## config.mk

```make
export PLATFORM = sky130hd
export DESIGN_NAME = image_scanner
export DESIGN_NICKNAME = d
export VERILOG_FILES = /design/src/rtl/image_scanner.sv
export SDC_FILE = /design/constraint.sdc
export NUM_CORES = 1
export LEC_CHECK = 0
export CAP_MARGIN = 15
export CORE_MARGIN = 2
export CORE_UTILIZATION = 25
export DETAILED_ROUTE_END_ITERATION = 12
export PLACE_DENSITY = 0.55
export SLEW_MARGIN = 20
export SYNTH_ARGS = -nofsm -noshare
export SYNTH_HDL_FRONTEND = slang
export SYNTH_SLANG_ARGS = --single-unit
```

## constraint.sdc

```tcl
create_clock -name clk -period 4.45 [get_ports clk]
set_input_delay 0.6675 -clock clk [delete_from_list [all_inputs] [get_ports clk]]
set_output_delay 0.6675 -clock clk [all_outputs]
set_load 0.01 [all_outputs]
```

## src/rtl/image_scanner.sv

```systemverilog
// image_scanner: raster-scans an img_width x img_height image memory and streams
// the pixels over a valid/ready interface, one pixel every two cycles when unstalled.
// Optional feature: define FRAME_CHECKSUM_EN to add a 16-bit per-frame pixel sum output.
module image_scanner #(
  parameter int img_height = 4,
  parameter int img_width  = 4
) (
  input  logic       clk,
  input  logic       reset,
  input  logic       start,
  output logic [3:0] x,
  output logic [3:0] y,
  input  logic [7:0] pixel_in,
  input  logic       pixel_in_valid,
  output logic [7:0] pix_data,
  output logic       pix_valid,
  input  logic       pix_ready,
  output logic       pix_eol,
  output logic       pix_eof,
  output logic       busy,
  output logic       done
`ifdef FRAME_CHECKSUM_EN
  ,
  output logic [15:0] checksum
`endif
);

  localparam logic [3:0] X_LAST = 4'(img_width - 1);
  localparam logic [3:0] Y_LAST = 4'(img_height - 1);

  typedef enum logic [1:0] {
    IDLE  = 2'd0,
    FETCH = 2'd1,
    HOLD  = 2'd2,
    DONE  = 2'd3
  } state_t;

  state_t state, state_next;

  logic at_last_col;
  logic at_last_row;
  logic handshake;

  assign at_last_col = (x == X_LAST);
  assign at_last_row = (y == Y_LAST);
  assign handshake   = (state == HOLD) && pix_valid && pix_ready;

  // State register
  always_ff @(posedge clk) begin
    if (reset) state <= IDLE;
    else       state <= state_next;
  end

  // Next-state logic: FETCH waits for the memory, HOLD waits for the consumer
  always_comb begin
    state_next = state;
    case (state)
      IDLE:    if (start) state_next = FETCH;
      FETCH:   if (pixel_in_valid) state_next = HOLD;
      HOLD:    if (handshake) state_next = (at_last_col && at_last_row) ? DONE : FETCH;
      DONE:    state_next = IDLE;
      default: state_next = IDLE;
    endcase
  end

  // Status outputs decoded from the state
  always_comb begin
    busy = (state != IDLE);
    done = (state == DONE);
  end

  // Scan address and output pixel register; everything holds while stalled in HOLD
  always_ff @(posedge clk) begin
    if (reset) begin
      x         <= '0;
      y         <= '0;
      pix_data  <= '0;
      pix_valid <= 1'b0;
    end else begin
      case (state)
        IDLE: begin
          if (start) begin
            x <= '0;
            y <= '0;
          end
        end
        FETCH: begin
          if (pixel_in_valid) begin
            pix_data  <= pixel_in;
            pix_valid <= 1'b1;
          end
        end
        HOLD: begin
          if (handshake) begin
            pix_valid <= 1'b0;
            // Last pixel leaves the address parked; the next start reloads it
            if (!(at_last_col && at_last_row)) begin
              if (at_last_col) begin
                x <= '0;
                y <= y + 4'd1;
              end else begin
                x <= x + 4'd1;
              end
            end
          end
        end
        default: ;
      endcase
    end
  end

  // Row/frame markers follow the held address, so they stay stable through a stall
  always_comb begin
    pix_eol = pix_valid && at_last_col;
    pix_eof = pix_valid && at_last_col && at_last_row;
  end

`ifdef FRAME_CHECKSUM_EN
  // Frame sum: cleared when a scan is accepted, accumulates each delivered pixel
  always_ff @(posedge clk) begin
    if (reset)                       checksum <= '0;
    else if (state == IDLE && start) checksum <= '0;
    else if (handshake)              checksum <= checksum + {8'd0, pix_data};
  end
`endif

endmodule

```

After elaboration in Yosys (flattened, before gate mapping)
Index checks and enable logic that the tools add are counted.

word-level totals
  register bits after elaboration = 19
  output and inout bits = 21

cells by class
  mux-type cells = 17
  eq/ne operators = 10
  add/subtract/negate cells = 2
  reduce and logical (&&, ||, !) cells = 14

operators with widths
  cell                                                                   count
  4-bit two-way mux                                                      7
  4-bit case mux with 2 select lines                                     2
  2-bit != test, second input constant                                   5
  4-bit by 1-bit adder with 4-bit output, second input constant          2
  4-bit by 2-bit equality test with 1-bit output, second input constant  2
  2-bit two-way mux                                                      4
  2-bit case mux with 4 select lines                                     1
  3-bit AND reduction                                                    2
  2-bit nonzero test                                                     3
  1-bit logical AND                                                      5
  5-bit AND reduction                                                    1
  2-bit equality test, second input constant                             2
  4-bit AND reduction                                                    1
  2-bit by 1-bit equality test with 1-bit output, second input constant  1
  2-bit zero test                                                        1
  1-bit two-way mux                                                      2
  1-bit case mux with 2 select lines                                     1
  2-bit AND reduction                                                    1

Logic depth before layout (Yosys ltp)
  word-level depth = 5
  mapped depth = 5
  gate-level depth less buffers = 5

Least setup slack after synthesis
OpenSTA, ideal clock, no wires.

  kind = reg2out
  start = register y[0]
  end = output pix_eof
  stages on the path, launching flop included = 5
  setup slack = 2.636 ns
  data required time = 3.783 ns
  data arrival time = 1.146 ns
  cells stage by stage = dfxtp_1 > ha_1 > nand4bb_1 > nor3_1 > and2_1

between the ends
  longest elaborated chain between the ends = 2

ends and longest elaborated chain
  element                                         line  source
  start, declared                                 12    output logic [3:0] y,
  start signal, assigned                          100   y <= y + 4'd1;
  4-bit by 2-bit equality test with 1-bit output  45    assign at_last_row = (y == Y_LAST);
  1-bit logical AND                               115   pix_eof = pix_valid && at_last_col && at_last_row;
  end, declared                                   19    output logic pix_eof,

Every way passes these cells.

Worst setup path after layout
Same ends and word-level chain as after synthesis.

==> results.py <==
metrics = {
    "job": {
        "max-cap-violations": 0,
    },
    "worst_setup_path": {
        "worst_path_max_delay_cell": "clkdlybuf4s50_1",
        "crit_path_max_incr_delay_ps": 530,
        "crit_path_start_kind": "register",
        "crit_path_end_kind": "output pin",
        "criticalPathCategory": "reg -> out",
        "worstPathCellList": "ha_1 -> nand4bb_1 -> nor3_1 -> and2_1 -> clkdlybuf4s50_1",
        "required_ps": 3780,
        "crit_fanout": 4,
        "critical_path_arrival_ps": 2070,
    },
    "yosys": {
        "syn_nets": 107,
        "syn_inst": 92,
        "yosysMostFrequentCell": "dfxtp_1",
        "yosys_warnings": 0,
        "ys_ff_latch": 19,
        "synthTopCellsByArea": "dfxtp_1 43%, mux2i_1 10%, a21oi_1 4.5%",
        "synth_edf_count": 0,
        "synth-main-ff-cell": "dfxtp_1",
        "ys_types": 34,
        "seq_area_frac_synth_pct": 43.2,
        "synth_commonest_cells": "19 x dfxtp_1, 9 x mux2i_1, 9 x nor2_1",
        "ys_async_sr_fraction_pct": 0,
        "syn_area_um2": 881,
        "yosysTopAreaCell": "dfxtp_1",
        "syn_avg_cell_area_um2": 9.57,
        "synth_top_area_share_pct": 43.2,
    },
    "detailed_routing": {
        "wirelength_um": 2020,
        "via_per_inst": 4.72,
        "drtAntennaViolNets": 0,
        "drc": 0,
        "vias": 817,
        "wl_per_cell_um": 11.7,
        "drt_first_pass_iters": 4,
        "drtIter0Drc": 19,
    },
    "timing": {
        "setup_violations": 0,
        "skew_ps": 4.20,
        "fmax_mhz": 365,
        "finalCritPeriodShare_pct": 61.6,
        "hold_viol": 0,
        "worst_pin_slew_ps": 569,
        "slew_viol_final": 0,
        "finalSetupTns_ps": 0,
        "max-slew-margin-rel_pct": 62.0,
        "min_period_ps": 2740,
        "grt_setup_unrepaired": "no",
        "fin_hold_ws_ps": 510,
    },
    "global_route": {
        "antenna_found_initial": 0,
        "grt_pass1_wl_um": 3680,
        "grtUsageTotal_pct": 11.3,
        "top_usage_layer": "met2",
        "use_met1_pct": 14.7,
        "gr-total-overflow": 0,
        "grt_max_degree": 17,
        "first_global_vias": 812,
        "met3_usage_pct": 5.71,
        "grtUsageMet2_pct": 17.2,
    },
    "clock_network": {
        "cts_tree": "built",
        "post-cts-setup-buffers": 0,
        "cts_root_buf": "clkbuf_4",
        "cts.reportedPaths.clkPinSlew_ps": 110,
        "cts_resized": 0,
        "postCtsHoldBufs": 0,
        "numCtsBuffers": 3,
        "insertion_delay_ps": 300,
        "cts_sinks": 19,
        "cts_buffer_depth": 2,
        "cts.htree.levels": 1,
    },
    "cells_and_area": {
        "final_area_um2": 1290,
        "finish.utilization_pct": 38.3,
        "final_nets": 143,
        "antenna_cells": 0,
        "syn_to_final_growth_pct": 46.2,
        "drive_gt1_share_pct": 10.2,
    },
    "floorplanning": {
        "core_area_um2": 3360,
        "core.rowCount": 21,
        "io_pins": 34,
        "die_width_um": 63.4,
        "die_area_um2": 4010,
        "die_y_um": 63.4,
        "start_util_pct": 26.2,
    },
    "outcome": {
        "status": "completed",
    },
    "power_and_ir_drop": {
        "irDropWorstVdd_v": 0.000121,
        "powerDensity_nw_per_um2": 246,
        "p_leak_uw": 0.000496,
        "finalPower_uw": 317,
    },
    "place": {
        "gp_congestion": 0.818,
        "port_buffers": 33,
        "post-dp-hpwl_um": 1580,
        "placed_area_um2": 1260,
    },
    "worst_hold_path": {
        "min_path_type": "reg -> reg",
    },
}
==> state kept, by name (all words and copies together) (netlist names) <==
name       cells
state          2
pix_data       8
x              4
pix_valid      1
y              4
==> per-layer routing <==
layer | up-vias | wire length [µm] | share of wire, %
met3 | 0 | 216 | 11
met1 | 373 | 890 | 44
met2 | 36 | 911 | 45
li1 | 408 | - | -
met4 | 0 | 0 | 0
met5 | - | 0 | 0
==> cells by family after synthesis <==
| logic type | after synthesis | share of synthesized area (%) |
|---|---|---|
| multiplexers | 9 | 10.2 |
| flip-flops | 19 | 43.2 |
| AND/OR/NAND/NOR | 35 | 25.0 |
| AO/OA/AOI/OAI | 21 | 16.1 |
| adder cells (fa/ha/maj) | 2 | 2.84 |
| buffers and inverters | 6 | 2.70 |
==> power breakdown <==
part,internal (µW),switching (µW),leakage (µW)
combinational,28.7,21.2,0.000325
sequential,176,4.93,0.000154
clock,33.5,53.4,0.0000177
total,238,79.5,0.000496
==> final timing paths <==
kind	startpoint	to	slack, ps	cells after the start
setup reg to reg	y[0]$_SDFFE_PP0P_	x[2]$_SDFFE_PP0P_	2770	5
hold reg to reg	pix_data[1]$_SDFFE_PP0P_	pix_data[1]$_SDFFE_PP0P_	510	2
hold / removal	pix_data[1]$_SDFFE_PP0P_	pix_data[1]$_SDFFE_PP0P_	510	2
setup / recovery	y[0]$_SDFFE_PP0P_	pix_eof	1710	5
==> per-stage QoR <==
step                      cells  setup WS, ps
after CTS                   173          1670
after global placement      169          2070
after detailed placement    169          2010
after global routing        173          1500
after floorplan              92          2640
final                       173          1710
==> worst max-delay path, delay by kind of cell (launching register included) <==
kind                     cells  cell delay, ps
AND/OR/NAND/NOR              3             650
buffers and inverters        1             530
adder cells (fa/ha/maj)      1             210
flip-flops                   1             400
==> cell usage in the layout (no fill, tap or decap), types with 2 or more instances in the layout <==
cell type and count:
dfxtp_1 19, nand2_1 6, a21oi_1 8, or3b_2 2, nor2_1 9, and2_1 2
o31ai_1 2, ha_1 2, clkbuf_4 3, nand4b_1 2, or4_1 2, mux2i_1 9
inv_1 4, o21ai_0 3, clkdlybuf4s50_1 33, a311oi_1 2
==> layout make-up <==
| class | instances | area [µm²] |
|---|---|---|
| flip-flops and latches | 19 | 380 |
| inverters | 4 | 15.0 |
| repair buffers | 33 | 330 |
| multi-input cells | 67 | 477 |
| clock inverters | 1 | 5.00 |
| clock buffers | 3 | 22.5 |
| well taps | 46 | 57.6 |
| fillers | 389 | 2080 |
Power figures use the tool's default switching activity.
==> edit 1: new RTL, same flow settings <==
Build with the macro `FRAME_CHECKSUM_EN` defined.
--- a/src/rtl/image_scanner.sv
+++ b/src/rtl/image_scanner.sv
@@ -2,4 +2,6 @@
 // the pixels over a valid/ready interface, one pixel every two cycles when unstalled.
 // Optional feature: define FRAME_CHECKSUM_EN to add a 16-bit per-frame pixel sum output.
+`define FRAME_CHECKSUM_EN
+
 module image_scanner #(
   parameter int img_height = 4,
Behaviour (old outputs only; new: checksum): unchanged (equiv_simple and equiv_induct, registers matched by name and starting in step).
==> edit 1 against the original RTL <==
- sequential cell count rose by 16
- routed wire length rose by 120%
- power rose by 100%
- cell area rose by 96%
- via count rose by 100%
- highest routed layer is now met4
- setup slack improved by 0.020 ns
- final cell count rose by 110%
- sequential share of layout area fell by 1.8 points
- critical endpoint unchanged
- first-iteration DRC count rose to 3.1 times the old value
- count of clock-buffer cells in the layout rose by 5
- area after synthesis rose by 110%
- sequential power rose by 81%
==> edit 1: results (changes against the original RTL) <==
| Metric | Value |
|---|---|
| Post-Place Cell Area | `2430 µm² (+93%)` |
| Fill cells | `771 (+98%)` |
| Worst r2r src | `state[1]` |
| Status | `completed` |
| Synth top area cells | `dfxtp_1 (38%), ha_1 (6.7%), a21oi_1 (5.4%)` |
| Final worst path period share | `61.2% (-0.45 points)` |
| Final #Nets | `280 (+96%)` |
| Leakage | `0.998 nW (+100%)` |
| Worst Skew | `0.00691 ns (+0.00271 ns)` |
| Cell variety after synth | `38 (+12%)` |
| Seq/Total Area, Yosys | `37.8% (-5.4 points)` |
| Share of cells above drive strength 1 | `8.17% (-2.1 points)` |
| GRT Util Overall | `11.0% (-0.30 points)` |
| CTS root buffer | `clkbuf_8` |
| Switching Share | `23.2% (-1.8 points)` |
| Port Buf Inserts | `49 (+48%)` |
| Crit-path max FO | `5 (+1)` |
| Placement Setup Slack | `1.60 ns (-0.414 ns)` |
| Placer Congestion | `0.761 (-6.9%)` |
| Syn_area_per_cell | `8.84 µm² (-7.7%)` |
| Clk pin slew, worst setup/hold paths | `0.07 ns (-0.04 ns)` |
| Worst-margin pin slew | `0.746 ns (+0.178 ns)` |
| Routed WL | `4.37 mm (+120%)` |
| Dpl hpwl | `3.20 mm (+100%)` |
| Syn Nets | `234 (+120%)` |
| Most frequent cells after synthesis | `dfxtp_1 (35), nor2_1 (25), a21oi_1 (20)` |
| CP arrival | `2.05 ns (-0.02 ns)` |
| CTS Buf Count | `5 (+2)` |
| Reg-to-reg critical path endpoint | `checksum[7]` |
| Int Pwr | `0.000492 W (+110%)` |
| Drt initial violations | `59 (+40)` |
[edit 1: layer usage]
metal  global-route usage, %  up-vias  wire, µm
met1                    13.8      762      2160
met4                    4.23        0        40
li1                        -      841         -
met5                       0        -         0
met2                    17.7       36      1940
met3                    3.60        5       226
[edit 1: final cells by class]
cell class                      count  area share, %
Clock buffer                        8           3.96
Tap cell                           99           4.90
Sequential cell                    35           27.7
Timing Repair Buffer               49           19.4
Multi-Input combinational cell    163           43.7
Inverter                            2          0.297
[edit 1: cell families after synthesis]
| group | after synthesis | share of synthesized area [%] |
|---|---|---|
| compound gates | 49 | 17.5 |
| xor+xnor | 14 | 6.61 |
| flops | 35 | 37.8 |
| buf+inv | 12 | 2.76 |
| mux | 10 | 5.39 |
| simple gates | 79 | 22.1 |
| fa+ha+maj | 11 | 7.82 |
[edit 1: worst min-delay path by stage]
stage                           start     endpoint  slack (ns)  cells past startpoint
final                     checksum[5]  checksum[5]        0.48                      2
after global routing      checksum[5]  checksum[5]        0.52                      2
after CTS                 checksum[5]  checksum[5]        0.48                      2
after detailed placement  checksum[5]  checksum[5]        0.47                      2
after global placement    checksum[5]  checksum[5]        0.48                      2
after floorplan           checksum[3]  checksum[3]        0.49                      2
[edit 1: metrics by stage]
step,total power (W),instances,hold slack [ns]
floorplan,0.000368,210,0.491
finish,0.000641,356,0.481
global route,0.000671,356,0.520
global placement,0.000397,348,0.480
detailed placement,0.000396,348,0.467
CTS,0.000651,356,0.484
[edit 1: power by group through the flow]
stage | Clock, W | Combinational [W] | Sequential [W]
3_5_place_dp | 0 | 0.0000618 | 0.000335
3_3_place_gp | 0 | 0.0000618 | 0.000335
4_1_cts | 0.000261 | 0.0000622 | 0.000327
5_1_grt | 0.000274 | 0.0000674 | 0.000329
6_report | 0.000253 | 0.0000613 | 0.000327
2_1_floorplan | 0 | 0.0000361 | 0.000332
[edit 1: worst reg2reg max path, delay by kind of cell, from the launching register on]
family             cells  cell delay, ns
and+or+nand+nor        3            1.34
DFF                    1            0.42
AOI/OAI and AO/OA      1            0.22
muxes                  1            0.06
==> edit 2: new RTL, same settings <==
Made on the original files. Re-encode `state_t` (4 states) as one-hot, 4 bits wide.
--- a/src/rtl/image_scanner.sv
+++ b/src/rtl/image_scanner.sv
@@ -29,9 +29,9 @@
   localparam logic [3:0] Y_LAST = 4'(img_height - 1);
 
-  typedef enum logic [1:0] {
-    IDLE  = 2'd0,
-    FETCH = 2'd1,
-    HOLD  = 2'd2,
-    DONE  = 2'd3
+  typedef enum logic [3:0] {
+    IDLE  = 4'b0001,
+    FETCH = 4'b0010,
+    HOLD  = 4'b0100,
+    DONE  = 4'b1000
   } state_t;
 
Behaviour: no difference found for any inputs over 10 cycles, from zero or initial values and one cycle with reset high; not proved beyond that.
==> edit 2 against the original RTL <==
- area after synthesis up 18%
- power is 23% higher
- via count up 21%
- count of clock-buffer cells in the layout is 1 higher
- worst hold slack got worse by 0.053 ns
- synthesized cell count increased by 34%
- setup slack worse by 0.0053 ns
- largest power group unchanged
- critical endpoint unchanged
- sequential cell count rose by 2
- final cell count is 18% higher
- highest routed layer is now met4
- cell area rose by 13%
- routed wire length grew 26%
==> edit 2: results (changes against the original RTL) <==
| Metric | Value |
|---|---|
| Status | `completed` |
| Dpl hpwl | `1.91 mm (+20%)` |
| Synth top area cells | `dfxtp_1 (40%), nand3_1 (9.2%), a21oi_1 (7.7%)` |
| Clk_lat worst skew | `0.26 ns (-0.04 ns)` |
| Seq/Total Area, Yosys | `40.5% (-2.7 points)` |
| Synth Instances | `123 (+34%)` |
| Die ar. | `4690 µm² (+17%)` |
| Postcts setup bufs | `0 (unchanged)` |
| Leakage | `0.490 nW (-1.3%)` |
| Syn Nets | `138 (+29%)` |
| Crit-path max FO | `9 (+5)` |
| Non-Filler Instances | `205 (+18%)` |
| First-pass GRT wire length | `4.12 mm (+12%)` |
| Largest net degree at the start of global routing | `16 (-1)` |
| Clk pin slew, worst setup/hold paths | `0.08 ns (-0.03 ns)` |
| Routed vias/inst | `4.81 (+1.8%)` |
| Antenna Cells | `0 (unchanged)` |
| Reg2reg setup slack | `2.56 ns (-0.21 ns)` |
| Final #Nets | `171 (+20%)` |
| Htree depth | `1 (unchanged)` |
| DRT Pass-1 Iters | `4 (unchanged)` |
| Placer Congestion | `0.888 (+8.6%)` |
| Fill cells | `415 (+6.7%)` |
| Dpl cells | `201 (+19%)` |
| Number of antenna violations at the first check in global routing | `0 (unchanged)` |
| Worst Hold Class | `flop to flop` |
| CP max stage cell | `clkdlybuf4s50_1` |
| Crit-path leading delay family | `simple AND/OR/NAND/NOR gates` |
| Vias in the first global route | `957 (+18%)` |
| Clk buf depth | `2 (unchanged)` |
| Cell variety after synth | `34 (unchanged)` |
| Largest stage delay, worst path | `0.53 ns (about the same)` |
| CTS Buf Count | `3 (unchanged)` |
| Largest Register | `pix_data` |
| Largest register FFs | `8 (unchanged)` |
| Most frequent cells after synthesis | `dfxtp_1 (21), nand3_1 (19), nand2_1 (18)` |
| Routed WL | `2.53 mm (+26%)` |
| Normalized max-slew margin | `36.0% (-26 points)` |
| Peak supply drop | `0.196 mV (+62%)` |
| Drt initial violations | `36 (+17)` |
| Worst Skew | `0.00920 ns (+0.00500 ns)` |
| Post-CTS resize count | `0 (unchanged)` |
| Synth async-reset ratio | `0% (unchanged)` |
| GRT Util Overall | `11.7% (+0.35 points)` |
| CTS root buffer | `clkbuf_8` |
| Share of cells above drive strength 1 | `9.68% (-0.56 points)` |
| Port Buf Inserts | `33 (unchanged)` |
[edit 2: path summary, 6_finish.rpt]
path                    start          end  depth (start not counted)
setup / recovery         x[0]      pix_eof                          4
hold / removal    pix_data[2]  pix_data[2]                          2
setup reg to reg     state[1]  pix_data[2]                          4
hold reg to reg   pix_data[2]  pix_data[2]                          2
[edit 2: cell type report]
| cell class | count | area (µm²) | area share, % |
|---|---|---|---|
| multi-input combinational | 93 | 578 | 39.8 |
| sequential | 21 | 420 | 29.0 |
| timing repair buffer | 33 | 330 | 22.8 |
| tap | 50 | 62.6 | 4.31 |
| clock buffer | 4 | 45.0 | 3.10 |
| inverter | 4 | 15.0 | 1.03 |
[edit 2: cells by family (layout without fill, tap and decap cells)]
family	after synthesis	in the layout	synth area share, %
DFF	21	21	40.5
buffers and inverters	9	41	4.46
AOI/OAI and AO/OA	26	26	15.1
muxes	2	2	1.93
adders and majority gates	2	2	2.41
and+or+nand+nor	63	63	35.7
[edit 2: report_power, final]
part | total, W | internal, W | switching (W)
clock network | 0.000127 | 0.0000638 | 0.0000634
logic | 0.0000602 | 0.0000305 | 0.0000297
registers | 0.000202 | 0.000194 | 0.00000794
total | 0.000390 | 0.000289 | 0.000101
[edit 2: per-layer routing]
metal	routed length, µm	global-route usage (%)
met1	1150	13.5
met2	1080	18.4
met3	281	6.25
met4	25	3.75
met5	0	0
[edit 2: per-stage QoR]
stage	area [µm²]	setup WS [ns]	util [%]	hold WS (ns)
after floorplan	1040	2.58	-	0.481
after global placement	1410	2.03	35.2	0.445
after detailed placement	1410	2.00	35.2	0.450
after CTS	1450	1.70	36.3	0.464
after global routing	1450	1.55	36.3	0.472
final	1450	1.70	36.3	0.457
[edit 2: tightest hold or removal path, cell delays in order (launching register included)]
cell and delay [ns]:
dfxtp_1 0.31, nand2_1 0.05, a21oi_1 0.05
